[config.mk]
export PLATFORM = sky130hd
export DESIGN_NAME = writeback_unit
export DESIGN_NICKNAME = d
export VERILOG_FILES = /design/src/rtl/icepic_lib_pkg.sv /design/src/rtl/writeback_unit.sv
export SDC_FILE = /design/constraint.sdc
export NUM_CORES = 1
export LEC_CHECK = 0
export ABC_AREA = 1
export CELL_PAD_IN_SITES_DETAIL_PLACEMENT = 2
export CELL_PAD_IN_SITES_GLOBAL_PLACEMENT = 2
export CORE_MARGIN = 4
export CORE_UTILIZATION = 25
export DETAILED_ROUTE_END_ITERATION = 6
export GPL_TIMING_DRIVEN = 0
export HOLD_SLACK_MARGIN = 0.03
export PLACE_DENSITY_LB_ADDON = 0.1
export SETUP_SLACK_MARGIN = 0.02
export SYNTH_ARGS = -nofsm -noshare
export SYNTH_HDL_FRONTEND = slang
export SYNTH_SLANG_ARGS = --single-unit
[constraint.sdc]
create_clock -name clk_in -period 2.45 [get_ports clk_in]
set_input_delay 0.6125 -clock clk_in [delete_from_list [all_inputs] [get_ports clk_in]]
set_output_delay 0.6125 -clock clk_in [all_outputs]
set_load 0.01 [all_outputs]
[src/rtl/icepic_lib_pkg.sv]
// icepic_lib_pkg: shared types, STATUS bit positions and the STATUS next-value helper.
package icepic_lib_pkg;
  typedef struct packed {
    logic zero_flag;
    logic dc_flag;
    logic c_flag;
  } status_t;
  localparam int STATUS_C_BIT = 0;
  localparam int STATUS_DC_BIT = 1;
  localparam int STATUS_Z_BIT = 2;
  localparam logic [4:0] STATUS_ADDR = 5'h03;
  typedef enum logic [1:0] {
    RUN          = 2'b00,
    SKIP         = 2'b01,
    WR_PEND      = 2'b10,
    WR_PEND_SKIP = 2'b11
  } wb_state_t;
  // ALU flags override the low bits of a direct STATUS write when both happen together
  function automatic logic [7:0] status_merge(input logic [7:0] old8, input logic [7:0] result8,
                                              input status_t flags, input logic update,
                                              input logic is_status_write);
    logic [7:0] s;
    s = is_status_write ? result8 : old8;
    if (update) begin
      s[STATUS_Z_BIT] = flags.zero_flag;
      s[STATUS_DC_BIT] = flags.dc_flag;
      s[STATUS_C_BIT] = flags.c_flag;
    end
    return s;
  endfunction
endpackage

[src/rtl/writeback_unit.sv]
// writeback_unit: owns W and STATUS, issues file-register writes and squashes skipped instructions.
module writeback_unit
  import icepic_lib_pkg::*;
#(
  parameter int FADDR_W = 5,
  parameter logic [FADDR_W-1:0] STATUS_ADDR_P = FADDR_W'(STATUS_ADDR),
  parameter logic [7:0] W_RESET = 8'h00,
  parameter logic [7:0] STATUS_RESET = 8'h18
) (
  input  logic               clk_in,
  input  logic               rst_n_in,
  input  logic               valid_in,
  output logic               ready_out,
  input  logic [7:0]         result_in,
  input  status_t            status_in,
  input  logic               status_update_in,
  input  logic               skip_flag_in,
  input  logic               wb_en_in,
  input  logic               dest_w_in,
  input  logic [FADDR_W-1:0] f_addr_in,
  output logic [7:0]         w_out,
  output status_t            status_flags_out,
  output logic [7:0]         status_reg_out,
  output logic               fw_valid_out,
  output logic [FADDR_W-1:0] fw_addr_out,
  output logic [7:0]         fw_data_out,
  input  logic               fw_ready_in,
  output logic               skip_pending_out,
  output logic               retire_out,
  output logic               squashed_out
);
  wb_state_t state_q, state_d;
  logic [7:0] w_q, w_d, status_q, status_d, fw_data_q, fw_data_d;
  logic [FADDR_W-1:0] fw_addr_q, fw_addr_d;
  logic retire_q, retire_d, squashed_q, squashed_d;
  logic accept, normal, is_file, is_status, fw_load;
  assign ready_out = ~state_q[1] | fw_ready_in;
  always_comb begin
    accept = valid_in & ready_out;
    normal = accept & ~state_q[0];
    is_file = wb_en_in & ~dest_w_in;
    is_status = is_file & (f_addr_in == STATUS_ADDR_P);
    fw_load = normal & is_file & ~is_status;
    w_d = (normal & wb_en_in & dest_w_in) ? result_in : w_q;
    status_d = normal ? status_merge(status_q, result_in, status_in, status_update_in, is_status) : status_q;
    fw_addr_d = fw_load ? f_addr_in : fw_addr_q;
    fw_data_d = fw_load ? result_in : fw_data_q;
    state_d = wb_state_t'({fw_load | (state_q[1] & ~fw_ready_in),
                           accept ? (normal & skip_flag_in) : state_q[0]});
    retire_d = normal;
    squashed_d = accept & state_q[0];
  end
  always_ff @(posedge clk_in) begin
    if (!rst_n_in) begin
      state_q <= RUN;
      w_q <= W_RESET;
      status_q <= STATUS_RESET;
      fw_addr_q <= '0;
      fw_data_q <= '0;
      retire_q <= 1'b0;
      squashed_q <= 1'b0;
    end else begin
      state_q <= state_d;
      w_q <= w_d;
      status_q <= status_d;
      fw_addr_q <= fw_addr_d;
      fw_data_q <= fw_data_d;
      retire_q <= retire_d;
      squashed_q <= squashed_d;
    end
  end
  assign w_out = w_q;
  assign status_reg_out = status_q;
  assign status_flags_out = status_t'(status_q[2:0]);
  assign fw_valid_out = state_q[1];
  assign skip_pending_out = state_q[0];
  assign fw_addr_out = fw_addr_q;
  assign fw_data_out = fw_data_q;
  assign retire_out = retire_q;
  assign squashed_out = squashed_q;
endmodule
==> impl_metrics.toml, run 1 <==
[worst_setup_path]
cp-start-kind = "primary input"
endpoint_kind = "primary output"
crit_arrival_ns = 1.75
required_ns = 1.84
worstSetupPathType = "primary input to primary output"
cp_max_fo = 4

[cts]
htreeDepth = 2
cts_buffers = 5
cts.sinks = 33
cts_setup_buffers = 0
cts_root_buf = "clkbuf_8"
clkTransAtPathRegs_ns = 0.07
cts_hold_buffers = 0
ctsResizeCount = 0
cts_tree = "done"
clockBufferDepth = 2
clk-insertion-delay-late_ns = 0.29

[synthesis]
netlist_instances = 173
yosysWarnings = 0
yosys_register_bits = 33
synthTopCellsByArea = "dfxtp_1, nand2_1, a21oi_2"
synth_area_sq_mm = 0.00146
yosysTopAreaCellShare_pct = 45.4
avgSynthCellArea_sq_um = 8.41
synth_cell_types = 22
synth_nets = 197
yosysTopAreaCell = "dfxtp_1"
seq_area_frac_synth_pct = 45.4

[cells_and_area]
drive_gt1_share_pct = 19.2
final_cell_mix = "clkdlybuf4s50_1, dfxtp_1, nand2_1, nand3_1, a21oi_1"
utilization_pct = 40.1
fin_area_sq_mm = 0.00224
fin_nets = 263
layoutNonFillerInstCount = 312
antenna_cells = 0
area_delta_synth_final_pct = 53.7
mostFrequentLayoutCell = "clkdlybuf4s50_1"

[die]
die_h_um = 84.3
dieArea_sq_mm = 0.00710
coreArea_sq_mm = 0.00557
die_w_um = 84.3
rows = 27
initial_utilization_pct = 26.1
io_pins = 61

[timing]
skew_ns = 0.00561
rsz0062_at_grt = "false"
max_freq_ghz = 0.423
layout_setup_ws_ns = 0.0867
whs_ns = 0.467
slew_violations = 0
setup_tns_ns = 0
worst_pin_slew_ns = 0.470
final.period_utilization_pct = 96.5
min_period_ns = 2.36
finalSetupViolCount = 0
relSlewSlack_pct = 68.7
hold_viol = 0

[grt]
grt_pass1_vias = 1559
grt.overflow.total = 0
antenna_found_initial = 0
grt_pass1_wl_um = 8220
grt_max_degree = 11
track_usage_pct = 14.5

[place]
pre_cts_ws_ns = 0.0744
hpwlAfterDp_um = 3700
io_buffers = 59
place_inst = 304
gp_routability_congestion = 0.798
post_dp_cell_area_sq_mm = 0.00214

[run_status]
outcome = "complete, no violations"

[power_and_ir_drop]
ir_worst_vdd_mv = 0.231
power_leakage_nw = 0.890
powerDensity_mw_per_mm2 = 555
p_total_mw = 1.24

[drt]
routed_wl_um = 4790
drtIter0Drc = 21
vias = 1406
viasPerCell = 4.51
drcViolationCount = 0
wire_per_inst_um = 15.3
antenna_left = 0
firstDrtPassIters = 4

[hold_path]
hold_class = "flop to flop"

[run]
cap_viol_max_count = 0
registers in the layout, indices dropped and copies added, names as in the netlist:
signal	cells
retire_out	1
fw_data_out	8
status_reg_out	8
squashed_out	1
fw_addr_out	5
state_q	2
w_out	8
power by group:
part           internal, mW  switching (mW)  total (mW)
logic                 0.108          0.0997       0.207
clock network         0.254           0.211       0.465
registers             0.557          0.0125       0.570
total                 0.919           0.323        1.24
metal layers:
layer,up-vias,track usage [%],part of all wire (%)
li1,686,-,-
met1,677,17.7,44
met2,39,24.6,49
met3,4,3.53,5.2
met4,0,5.70,1.1
met5,-,0,0
layout make-up:
cell class / instances / area, sq um
buffer: 10 / 88.8
clock buffer: 7 / 96.3
clock inverter: 1 / 5.00
fill: 612 / 3340
inverter: 16 / 60.1
multi-input combinational: 114 / 646
sequential: 33 / 661
tap: 72 / 90.1
timing repair buffer: 59 / 591
cell families (layout without fill, tap and decap cells):
| group | after synthesis | in the layout | share of synthesized area [%] |
|---|---|---|---|
| flops | 33 | 33 | 45.4 |
| compound gates | 35 | 35 | 14.6 |
| buf+inv | 26 | 93 | 10.2 |
| simple gates | 79 | 79 | 29.7 |
cell usage after synthesis:
library cell and count:
a21oi_1 17, a21oi_2 10, buf_12 1, buf_2 1, buf_4 4, buf_6 1, buf_8 1, clkbuf_1 2
dfxtp_1 33, inv_1 15, inv_2 1, nand2_1 25, nand2_2 9, nand2_4 4, nand3_1 17, nand3_2 1
nand3_4 1, nor2_1 15, nor2_4 3, nor2_8 1, nor3_1 3, o21ai_0 8
critical path, cell delays in order:
cell	delay, ns
clkdlybuf4s50_1	0.47
inv_2	0.04
nand2_4	0.08
clkdlybuf4s50_1	0.54
worst paths after layout:
path | start | endpoint | slack, ns | cells past startpoint
worst min register to register | fw_addr_out[2]$_SDFFE_PN0P_ | fw_addr_out[2]$_SDFFE_PN0P_ | 0.47 | 2
worst min-delay path | fw_addr_out[2]$_SDFFE_PN0P_ | fw_addr_out[2]$_SDFFE_PN0P_ | 0.47 | 2
worst max register to register | state_q[0]$_SDFFE_PN0P_ | fw_data_out[5]$_SDFFE_PN0P_ | 1.17 | 7
worst max-delay path | fw_ready_in | ready_out | 0.09 | 4
(Power assumes the default switching activity.)
==> run 2, diff against run 1 <==
--- a/config.mk
+++ b/config.mk
@@ -5,11 +5,12 @@
 export SDC_FILE = /design/constraint.sdc
 export NUM_CORES = 1
 export LEC_CHECK = 0
-export ABC_AREA = 1
+export ABC_AREA = 0
 export CELL_PAD_IN_SITES_DETAIL_PLACEMENT = 2
 export CELL_PAD_IN_SITES_GLOBAL_PLACEMENT = 2
+export CORE_ASPECT_RATIO = 1.4
 export CORE_MARGIN = 4
-export CORE_UTILIZATION = 25
+export CORE_UTILIZATION = 26
 export DETAILED_ROUTE_END_ITERATION = 6
 export GPL_TIMING_DRIVEN = 0
 export HOLD_SLACK_MARGIN = 0.03
==> run 2 against run 1 <==
Effect of this change: cell area decreased by 3.0%; sequential share of layout area increased by 0.92 points; largest cell class unchanged; first-iteration DRC count decreased by 67%; via count decreased by 12%.
==> impl_metrics.toml, run 2 <==
[drt]
antenna_left = 0
routed_wl_um = 4260
wire_per_inst_um = 15.4
vias = 1237
viasPerCell = 4.47
drcViolationCount = 0
firstDrtPassIters = 3
drtIter0Drc = 7

[die]
initial_utilization_pct = 27.1
dieArea_sq_mm = 0.00671
rows = 31
die_w_um = 70.4
io_pins = 61
coreArea_sq_mm = 0.00524
die_h_um = 95.4

[cells_and_area]
seq_area_sq_um = 661
final_cell_mix = "clkdlybuf4s50_1, nand2_1, dfxtp_1, mux2i_1, nor2b_1"
antenna_cells = 0
n_fill_cell = 590
mostFrequentLayoutCell = "clkdlybuf4s50_1"
area_delta_synth_final_pct = 53.0
drive_gt1_share_pct = 7.58
fin_nets = 234
fin_area_sq_mm = 0.00217
multiInputGateArea_sq_um = 657

[grt]
antenna_found_initial = 0
grt_max_degree = 11
busiest_layer = "met2"
grt_pass1_vias = 1369
grt.overflow.total = 0
use_met2_pct = 26.1
grtUsageMet1_pct = 13.5
grt_pass1_wl_um = 6950
use_met3_pct = 4.32
track_usage_pct = 13.5

[synthesis]
synth_ff_type = "dfxtp_1"
yosysTopAreaCellShare_pct = 46.6
yosys_register_bits = 33
synthTopCellsByArea = "dfxtp_1, mux2i_1, nand2_1"
async_reset_ff_share_pct = 0
synth_most_common_cell = "nand2_1"
synth_area_sq_mm = 0.00142
synth_common_cells = "nand2_1, dfxtp_1, mux2i_1"
netlist_instances = 144
synth_cell_types = 26
yosysWarnings = 0
seq_area_frac_synth_pct = 46.6
yosysTopAreaCell = "dfxtp_1"
avgSynthCellArea_sq_um = 9.84
synth_nets = 168
synth_edf_count = 0

[timing]
hold_viol = 0
relSlewSlack_pct = 66.6
rsz0062_at_grt = "false"
layout_setup_ws_ns = 0.181
worst_pin_slew_ns = 0.500
max_freq_ghz = 0.441
slew_violations = 0
final.period_utilization_pct = 92.6
whs_ns = 0.460
finalSetupViolCount = 0
skew_ns = 0.00472
min_period_ns = 2.27
setup_tns_ns = 0

[cts]
cts.sinks = 33
clockBufferDepth = 2
cts_tree = "done"
cts_root_buf = "clkbuf_8"
clk-insertion-delay-late_ns = 0.28
ctsResizeCount = 1
clkTransAtPathRegs_ns = 0.06
cts_setup_buffers = 0
cts_hold_buffers = 0
cts_buffers = 5
htreeDepth = 2

[place]
pre_cts_ws_ns = -0.0976
post_dp_cell_area_sq_mm = 0.00209
io_buffers = 59
hpwlAfterDp_um = 3300
gp_routability_congestion = 0.701

[run]
cap_viol_max_count = 0

[worst_setup_path]
cp_cell_sequence = "clkdlybuf4s50_1 > nand2b_1 > buf_2 > dlygate4sd2_1"
worstSetupPathType = "primary input to primary output"
cp_max_fo = 9
path_delay_family = "buffers and inverters"
required_ns = 1.84
endpoint_kind = "primary output"
slowest_stage = "clkdlybuf4s50_1"
slowest_delay_ns = 0.45
crit_arrival_ns = 1.66
critical_path_buf_inv_count = 3
cp-start-kind = "primary input"

[power_and_ir_drop]
ir_worst_vdd_mv = 0.288
powerDensity_mw_per_mm2 = 518
p_total_mw = 1.12
power_leakage_nw = 0.818

[run_status]
outcome = "complete, no violations"

[hold_path]
hold_class = "flop to flop"
run 2: changes by cell type after synthesis, sizes merged, moves of 4 or more:
cell / delta
nor2b: +11
a21boi: +4
mux2i: +26
o21ai: -5
a21oi: -25
nor2: -18
nand3: -19
inv: -12
run 2: per-layer routing:
metal | wire, um | vias up
met2 | 2320 | 40
met3 | 233 | 6
met5 | 0 | -
met1 | 1650 | 581
li1 | - | 610
met4 | 58 | 0
run 2: area by class of cell:
class	count	area share [%]
multi-input combinational	95	30.3
inverter	4	0.692
tap	66	3.81
sequential	33	30.4
buffer	12	3.92
timing repair buffer	59	27.2
clock buffer	8	3.69
run 2: cell families after synthesis:
kind of cell / synth area share [%]
compound gates: 6.53
mux: 18.4
buf+inv: 7.06
flops: 46.6
simple gates: 21.4
run 2: stage by stage:
| step | utilization (%) | instances |
|---|---|---|
| finish | 41.4 | 277 |
| global route | 41.4 | 277 |
| CTS | 41.4 | 277 |
| detailed placement | 39.9 | 269 |
| global placement | 39.9 | 269 |
| floorplan | - | 144 |
run 2: worst paths after layout:
kind	slack, ns	cells past startpoint	to	from
max	0.18	4	ready_out	fw_ready_in
min reg2reg	0.46	2	fw_addr_out[3]$_SDFFE_PN0P_	fw_addr_out[3]$_SDFFE_PN0P_
min	0.46	2	fw_addr_out[3]$_SDFFE_PN0P_	fw_addr_out[3]$_SDFFE_PN0P_
max reg2reg	0.92	5	w_out[3]$_SDFFE_PN0P_	state_q[0]$_SDFFE_PN0P_
run 2: power breakdown:
group	leakage [nW]	internal (mW)	switching [mW]
registers	0.268	0.554	0.00950
logic	0.511	0.100	0.0742
clock network	0.0395	0.202	0.185
run 2: worst min-delay path, delay by kind of cell (launching register included):
family,cells,cell delay (ns)
flip-flops,1,0.31
AND/OR/NAND/NOR,1,0.05
multiplexers,1,0.05
==> run 3, diff against run 2 <==
--- a/config.mk
+++ b/config.mk
@@ -15,6 +15,7 @@
 export GPL_TIMING_DRIVEN = 0
 export HOLD_SLACK_MARGIN = 0.03
 export PLACE_DENSITY_LB_ADDON = 0.1
+export RECOVER_POWER = 100
 export SETUP_SLACK_MARGIN = 0.02
 export SYNTH_ARGS = -nofsm -noshare
 export SYNTH_HDL_FRONTEND = slang
==> run 3 against run 2 <==
Effect of this change: sequential power barely moved; setup slack got worse by 0.035 ns; maximum frequency fell by 1.5%; hold slack got worse by 0.0043 ns; final cell count did not move; global-route usage did not move; cell area fell by 0.81%; clock-buffer cell count did not move; sequential share of layout area rose by 0.25 points; non-clock buffer count did not move; sequential cell count did not move; wire length fell by 0.42%.
==> impl_metrics.toml, run 3 (same netlist as run 2, synthesis figures left out) <==
[run_status]
outcome = "complete, no violations"

[cts]
clkTransAtPathRegs_ns = 0.06
clockBufferDepth = 2
clk-insertion-delay-late_ns = 0.28
cts_tree = "done"
cts_hold_buffers = 0
htreeDepth = 2
cts.sinks = 33
cts_root_buf = "clkbuf_8"
cts_buffers = 5

[place]
hpwlAfterDp_um = 3300
post_dp_cell_area_sq_mm = 0.00209
io_buffers = 59
gp_routability_congestion = 0.701

[cells_and_area]
n_fill_cell = 593
antenna_cells = 0
fin_nets = 234
final_cell_mix = "dlygate4sd3_1, nand2_1, dfxtp_1, mux2i_1, clkdlybuf4s50_1"
fin_area_sq_mm = 0.00215
area_delta_synth_final_pct = 51.8
mostFrequentLayoutCell = "dlygate4sd3_1"
drive_gt1_share_pct = 7.11

[drt]
drcViolationCount = 0
antenna_left = 0
viasPerCell = 4.46
vias = 1236
routed_wl_um = 4240
firstDrtPassIters = 2
wire_per_inst_um = 15.3
drtIter0Drc = 10

[worst_setup_path]
cp_max_fo = 10
cp-start-kind = "primary input"
path_delay_family = "buffers and inverters"
endpoint_kind = "flop"
crit_arrival_ns = 2.51
critical_path_buf_inv_count = 3
cp_cell_sequence = "dlygate4sd3_1 > and4bb_1 > a21oi_1 > and4_1 > buf_6 > buf_2 > mux2i_1"
worstSetupPathType = "primary input to flop"
slowest_delay_ns = 0.57
reg2reg_from = "state_q[0]$_SDFFE_PN0P_"
r2r_slack_ns = 0.80
required_ns = 2.66
slowest_stage = "dlygate4sd3_1"
worstSetupStartpoint = "dest_w_in"

[power_and_ir_drop]
power_leakage_nw = 0.919
p_total_mw = 1.11
powerDensity_mw_per_mm2 = 517
ir_worst_vdd_mv = 0.286

[grt]
grt.overflow.total = 0
grt_pass1_wl_um = 6950
grt_pass1_vias = 1369
antenna_found_initial = 0
grt_max_degree = 11
track_usage_pct = 13.5

[timing]
final.period_utilization_pct = 94.0
finalSetupViolCount = 0
relSlewSlack_pct = 67.2
rsz0062_at_grt = "false"
worst_pin_slew_ns = 0.492
slew_violations = 0
min_period_ns = 2.30
setup_tns_ns = 0
max_freq_ghz = 0.434
skew_ns = 0.00531
hold_viol = 0

[die]
coreArea_sq_mm = 0.00524
die_h_um = 95.4
initial_utilization_pct = 27.1
io_pins = 61
rows = 31
dieArea_sq_mm = 0.00671
die_w_um = 70.4

[run]
cap_viol_max_count = 0

[hold_path]
hold_start = "fw_addr_out[3]$_SDFFE_PN0P_"
hold_class = "flop to flop"
run 3: cell count changes in the layout (fill, tap and decap cells not counted):
cell / previous run / this run
buf_2: 1 / 2
buf_12: 1 / 0
clkbuf_2: 0 / 1
buf_4: 4 / 3
dlygate4sd3_1: 0 / 37
and4bb_1: 0 / 1
and4bb_2: 1 / 0
a21boi_0: 1 / 4
clkdlybuf4s50_1: 58 / 21
a21boi_1: 3 / 0
run 3: worst paths after layout:
check,to,cells past startpoint
min,fw_addr_out[3]$_SDFFE_PN0P_,2
min reg2reg,fw_addr_out[3]$_SDFFE_PN0P_,2
max reg2reg,w_out[3]$_SDFFE_PN0P_,5
max,fw_data_out[5]$_SDFFE_PN0P_,7
run 3: area by class of cell:
class	count	area [sq um]	share of cell area [%]
Buffer	12	67.6	3.14
Clock buffer	8	80.1	3.72
Inverter	4	15.0	0.698
Multi-Input combinational cell	95	657	30.5
Sequential cell	33	661	30.7
Tap cell	66	82.6	3.84
Timing Repair Buffer	59	589	27.4
run 3: through the flow:
| stage | util [%] | std cells | worst slack, ns | hold slack, ns |
|---|---|---|---|---|
| after global routing | 41.1 | 277 | 0.0652 | 0.490 |
| after CTS | 41.4 | 277 | 0.170 | 0.465 |
| after global placement | 39.9 | 269 | -0.0806 | 0.443 |
| after detailed placement | 39.9 | 269 | -0.0976 | 0.456 |
| final | 41.1 | 277 | 0.146 | 0.456 |
| after floorplan | - | 144 | 0.713 | 0.479 |
run 3: what timing repair did:
item                       4_1_cts  5_1_grt
buffers inserted                 0        0
hold endpoints to repair         0        0
setup endpoints to repair        1        0
resized for setup                1        0
run 3: worst min-delay path: stages, from the launching register on:
cell and delay [ns]:
dfxtp_1 0.31, nand2_1 0.05, mux2i_1 0.05
run 3: power breakdown:
| group | internal [mW] | switching [mW] |
|---|---|---|
| clock | 0.202 | 0.186 |
| combinational | 0.0898 | 0.0735 |
| sequential | 0.554 | 0.00876 |
| total | 0.845 | 0.268 |
run 3: per-layer routing:
metal  up-vias  GRT usage, %  share of wire [%]
met2        40          26.1                 55
met4         0          4.79                1.4
li1        609             -                  -
met3         7          4.32                5.5
met1       580          13.5                 38
met5         -             0                  0
